===== src/rtl/hline_motion_ctrl.sv =====
// Bounces the moving horizontal line between Y=18 and Y=630 by pulsing the
// coordinate counter's UP/DW/LD inputs once every speed+1 video frames.
module hline_motion_ctrl #(
    parameter int unsigned SPEED_W = 2
) (
    input  logic               clk,
    input  logic               reset,
    input  logic               frame,
    input  logic               start,
    input  logic               halt,
    input  logic               at_top,
    input  logic               at_bottom,
    input  logic [SPEED_W-1:0] speed,
    output logic               UP,
    output logic               DW,
    output logic               LD,
    output logic               dir,
    output logic               moving
);

    typedef enum logic [1:0] {StIdle, StLoad, StRun} state_e;

    state_e             r_state, w_state_d;
    logic [SPEED_W-1:0] r_fcnt, w_fcnt_d;
    logic               r_dir, w_dir_d;
    logic               r_up, w_up_d;
    logic               r_dw, w_dw_d;
    logic               r_ld, w_ld_d;
    logic               r_moving;

    always_comb begin
        w_state_d = r_state;
        w_fcnt_d  = r_fcnt;
        w_dir_d   = r_dir;
        w_up_d    = 1'b0;
        w_dw_d    = 1'b0;
        w_ld_d    = 1'b0;
        unique case (r_state)
            StIdle: begin
                if (start && !halt) begin
                    w_state_d = StLoad;
                    w_ld_d    = 1'b1;
                end
            end
            StLoad: begin
                w_fcnt_d  = '0;
                w_state_d = StRun;
            end
            StRun: begin
                if (halt) begin
                    w_state_d = StIdle;
                    w_fcnt_d  = '0;
                end else if (frame) begin
                    if (r_fcnt < speed) begin
                        w_fcnt_d = r_fcnt + SPEED_W'(1);
                    end else begin
                        w_fcnt_d = '0;
                        // Flags reflect the pre-step position; both set is illegal.
                        if (!(at_top && at_bottom)) begin
                            if (r_dir) begin
                                if (at_top) begin
                                    w_dir_d = 1'b0;
                                    w_dw_d  = 1'b1;
                                end else begin
                                    w_up_d  = 1'b1;
                                end
                            end else begin
                                if (at_bottom) begin
                                    w_dir_d = 1'b1;
                                    w_up_d  = 1'b1;
                                end else begin
                                    w_dw_d  = 1'b1;
                                end
                            end
                        end
                    end
                end
            end
            default: begin
                w_state_d = StIdle;
            end
        endcase
    end

    always_ff @(posedge clk) begin
        if (reset) begin
            r_state  <= StIdle;
            r_fcnt   <= '0;
            r_dir    <= 1'b1;
            r_up     <= 1'b0;
            r_dw     <= 1'b0;
            r_ld     <= 1'b0;
            r_moving <= 1'b0;
        end else begin
            r_state  <= w_state_d;
            r_fcnt   <= w_fcnt_d;
            r_dir    <= w_dir_d;
            r_up     <= w_up_d;
            r_dw     <= w_dw_d;
            r_ld     <= w_ld_d;
            r_moving <= (w_state_d == StRun);
        end
    end

    assign UP     = r_up;
    assign DW     = r_dw;
    assign LD     = r_ld;
    assign dir    = r_dir;
    assign moving = r_moving;

endmodule


===== config.mk =====
export PLATFORM = sky130hd
export DESIGN_NAME = hline_motion_ctrl
export DESIGN_NICKNAME = d
export VERILOG_FILES = /design/src/rtl/hline_motion_ctrl.sv
export SDC_FILE = /design/constraint.sdc
export NUM_CORES = 1
export LEC_CHECK = 0
export CAP_MARGIN = 10
export CORE_AREA = 2 2 39 41
export DETAILED_ROUTE_END_ITERATION = 10
export DIE_AREA = 0 0 41 43
export PLACE_DENSITY_LB_ADDON = 0.2
export SLEW_MARGIN = 20
export SYNTH_ARGS = -nofsm -noshare
export SYNTH_HDL_FRONTEND = slang
export SYNTH_SLANG_ARGS = --single-unit
export TNS_END_PERCENT = 5

===== constraint.sdc =====
create_clock -name clk -period 4.1 [get_ports clk]
set_clock_uncertainty 0.15 [all_clocks]
set_input_delay 0.82 -clock clk [delete_from_list [all_inputs] [get_ports clk]]
set_output_delay 0.82 -clock clk [all_outputs]
set_load 0.05 [all_outputs]

# Yosys cells after proc, flatten, opt, wreduce, memory -nomap -nowiden
# Index checks and enable logic that the tools add are counted.
[word_totals] register_bits=9 input_bits=9
[classes] add_sub_neg=1 n_reduce_logical=9 n_eq_ne=4 bitwise_logic=6 n_mux=14 order_cmp=1
[ops] operator="2-to-1 mux 2 bit" count=5
[ops] operator="2-to-1 mux 1 bit" count=7
[ops] operator="NOT 1 bit" count=6
[ops] operator="one-hot mux 2 bit (3 select lines)" count=1
[ops] operator="OR reduction 6 bit" count=1
[ops] operator="AND reduction 5 bit" count=1
[ops] operator="== test 2 bit, second input constant" count=2
[ops] operator="one-hot mux 2 bit (2 select lines)" count=1
[ops] operator="!= test 3 bit, second input constant" count=1
[ops] operator="adder 2 x 1 -> 2 bit, second input constant" count=1
[ops] operator="== test 2 x 1 -> 1 bit, second input constant" count=1
[ops] operator="logical AND 1 bit" count=2
[ops] operator="zero test 2 bit" count=1
[ops] operator="less-than comparator 2 bit" count=1
[ops] operator="AND reduction 2 bit" count=1
[ops] operator="nonzero test 2 bit" count=1
[ops] operator="OR reduction 2 bit" count=1
[ops] operator="zero test 1 bit" count=1

# Depth between registers and ports, before layout
[logic_depth] word_depth=5 depth_mapped=4

# Least setup slack after synthesis
# Ideal clock, no wire load.
[synth_path] kind="input port to flip-flop" from="input port speed[1]" to="register r_fcnt[0]" n_path_buf=0 setup_slack_ns=2.228 arrival_time_ns=1.654 path_stages=4 required_ns=3.882 path_cell_list="inv_1 ha_1 a2111o_1 a21oi_2"
[synth_between] elab_chain_cells=5
[synth_lines] element="from (decl)" line_no="13" rtl="input logic [SPEED_W-1:0] speed,"
[synth_lines] element="less-than comparator 2 bit" line_no="54" rtl="if (r_fcnt < speed) begin"
[synth_lines] element="2-to-1 mux 2 bit" line_no="54"
[synth_lines] element="2-to-1 mux 2 bit" line_no="53" rtl="end else if (frame) begin"
[synth_lines] element="2-to-1 mux 2 bit" line_no="50" rtl="if (halt) begin"
[synth_lines] element="one-hot mux 2 bit (2 select lines)" line_no="38" rtl="unique case (r_state)"
[synth_lines] element="to (signal assigned)" line_no="96" rtl="r_fcnt <= w_fcnt_d;"
[synth_lines] element="to (decl)" line_no="24" rtl="logic [SPEED_W-1:0] r_fcnt, w_fcnt_d;"
# Every way passes these cells. The select of a mux whose other input is x is not followed.
# A chain may end at the register's enable or synchronous reset.

# Final worst setup path
[layout_path] from="register r_dir (netlist: dir)" to="output port dir"
[layout_rtl] element="from (decl)" line_no="25" rtl="logic r_dir, w_dir_d;"
[layout_rtl] element="from (signal assigned)" line_no="97" rtl="r_dir <= w_dir_d;"
[layout_rtl] element="to (decl)" line_no="17" rtl="output logic dir,"
# No word-level cell between the ends.

==> out/results.txt <==
Worst Path Required: 3.13 ns
TritonCTS Sinks: 9
mean post-synth cell area: 10.0 sq um
slowest stage cell, crit path: clkdlybuf4s50_1
largest net degree at the start of global routing: 11
worst relative slew slack: 67.2%
Post-CTS Resized: 0
diode count: 0
hold buffer count at cts: 0
CP Class: register to output port
critical path depth: 1
leak pwr: 0.213 nW
Routed Antenna Nets: 0
starting density of the core: 31.1%
post-layout util: 43.6%
r2r endpoint: dir
worst setup path end: dir
GP Congestion: 0.699
Synth Instances: 43
Root Driver: clkbuf_4
met2 usage: 16.6%
setup ws final: 1.63 ns
Layout Cells excl Fill: 75
initial antenna violation count: 0
gr usage total: 12.3%
die area: 0.00176 sq mm
drt pass-1 iters: 4
Synth Area in Compound Gates: 26.7%
post-synthesis adder-cell area fraction: 2.91%
maxcap violations: 0
critical path's top delay family: buffers and inverters
first-pass GRT wire length: 1.40 mm
worst vdd ir: 194 uV
Simple-Gate Fraction of Synth Area: 22.4%
Final min period: 2.47 ns
sequential area share after synthesis: 41.9%
DP Worst Slack: 1.67 ns
outcome: finished, final reports clean
HPWL after DPL: 653 microns
Worst EP arrival: 1.50 ns
postcts setup bufs: 0
r2r worst-path depth: 3
Boundary Pins: 14
Hold/Removal Path Class: register to register
post-synthesis cell type count: 24
CP Launch Point: dir
CTS tree: done
IO Port Bufs: 13
worst path buffer plus inverter count: 1
DR vias: 384
reg2reg setup slack: 2.67 ns
latest clock arrival within the worst-skew pair: 0.26 ns
Congestion Overflow GR: 0
Yosys Warn Count: 0
crit path max fanout: 5
Residual DRC: 0
PD cells: 304 mW/mm^2
Placed Area: 577 sq um
XOR/XNOR share of the synthesized area: 0%
Placeable Area: 0.00138 sq mm
Pwr Total: 184 uW
share of cells above drive strength 1: 13.6%
DR iter-0 viols: 7
total wire length: 857 microns
number of global-route vias before repair: 338
die extent in x: 41 microns
Synth Cell Area: 430 sq um
R2R Path Start: r_fcnt[1]
Slew Viols, Final: 0
worst slew pin tran: 0.491 ns
mean routed wirelength per cell: 11.4 microns
CP peak stage delay: 0.83 ns
dpl cells: 71
Reg clk slew, reported paths: 0.06 ns
setup violators final: 0
Yosys reg bits: 9
RSZ-0062 raised after global routing: false
Setup crit end kind: output port
critical path, cell by cell: clkdlybuf4s50_1
Die Height: 43 microns
Final Cell Area: 603 sq um
startpoint types: register
Post-Syn Nets: 53
H-tree Lvls: 1
Sum Neg Setup Slack: 0 ns
met1 usage: 14.7%
Rows: 14
post-synthesis mux area share: 2.62%
Max Buffers Root-to-Sink: 2
vias per cell: 5.12
highest clock rate: 404 MHz
main combinational cell family by area after synthesis: compound AO/OA/AOI/OAI gates
final hold slack: 0.357 ns
Final period util: 60.3%
Top Usage Layer GRT: met2
fin nets: 70
Area growth, synth to finish: 40.1%
met3 usage: 7.85%
CTS buffer count: 3
Final Hold Fails: 0
[report_power, final]
| part | total (mW) | leakage [nW] | internal, mW | switching (mW) |
|---|---|---|---|---|
| Sequential | 0.0906 | 0.0730 | 0.0892 | 0.00142 |
| Combinational | 0.0239 | 0.125 | 0.0118 | 0.0122 |
| Clock | 0.0690 | 0.0150 | 0.0375 | 0.0314 |
| Total | 0.184 | 0.213 | 0.139 | 0.0450 |
[worst min-delay path by stage]
stage / from / endpoint / slack [ns] / cells after the start
final: r_state[0] / LD / 0.36 / 1
after global routing: r_state[0] / LD / 0.38 / 1
after CTS: r_state[0] / LD / 0.36 / 1
after detailed placement: r_state[0] / LD / 0.33 / 1
after global placement: r_state[0] / r_state[0] / 0.35 / 1
after floorplan: r_state[0] / LD / 0.30 / 1
[worst reg2reg max path: cells and delay by family (launching register included)]
| kind | cells | cell delay, ns |
|---|---|---|
| flops | 1 | 0.33 |
| fa+ha+maj | 1 | 0.32 |
| compound gates | 2 | 0.51 |
[cells in the final DEF (no fill, tap or decap), types with 2 or more instances in the layout]
cell             count
clkdlybuf4s50_1     13
dfxtp_1              9
nor4_1               4
inv_1                3
nand2b_1             3
a21oi_1              3
clkbuf_4             3
nor2_1               2
nand2_1              2
[state kept, by name, summed over array words and instances, names as in the netlist]
signal and flops:
DW 1, LD 1, UP 1, dir 1
moving 1, r_fcnt 2, r_state 2
[cell type report]
| type | count | area, sq um |
|---|---|---|
| well taps | 16 | 20.0 |
| flip-flops and latches | 9 | 180 |
| multi-input cells | 30 | 235 |
| inverters | 3 | 11.3 |
| clock buffers | 4 | 26.3 |
| fillers | 144 | 781 |
| repair buffers | 13 | 130 |
[routing by layer]
metal / share of wire, % / up-vias
li1: - / 202
met1: 48 / 171
met2: 44 / 11
met3: 7.8 / 0
met4: 0 / 0
met5: 0 / -
[cell families (layout without fill, tap and decap cells)]
family                   count (synthesis)  after routing
flip-flops                               9              9
adder cells (fa/ha/maj)                  1              1
AND/OR/NAND/NOR                         15             15
buffers and inverters                    4             20
multiplexers                             1              1
AO/OA/AOI/OAI                           13             13
[cell usage after synthesis]
| cell | count | share of area (%) |
|---|---|---|
| ha_1 | 1 | 2.9 |
| a311oi_1 | 1 | 2.0 |
| nor4_1 | 4 | 5.8 |
| a2111oi_2 | 1 | 3.5 |
| nand2b_1 | 3 | 4.4 |
| inv_1 | 3 | 2.6 |
| dfxtp_1 | 9 | 42 |
| a21o_1 | 1 | 1.7 |
| a21oi_2 | 1 | 2.0 |
| nand2_1 | 2 | 1.7 |
| o2111ai_1 | 1 | 2.0 |
| o211ai_1 | 1 | 1.7 |
| or2_1 | 1 | 1.5 |
| o41ai_2 | 1 | 3.8 |
| a211oi_1 | 1 | 1.7 |
| a21oi_1 | 3 | 3.5 |
| a2111oi_0 | 1 | 2.0 |
| a2111o_1 | 1 | 2.6 |
| clkbuf_1 | 1 | 0.87 |
| or2b_1 | 1 | 1.7 |
| mux2_2 | 1 | 2.6 |
| nor2_1 | 2 | 1.7 |
| and4bb_2 | 1 | 2.9 |
| nand4bb_1 | 1 | 2.6 |
(Power assumes the default switching activity.)
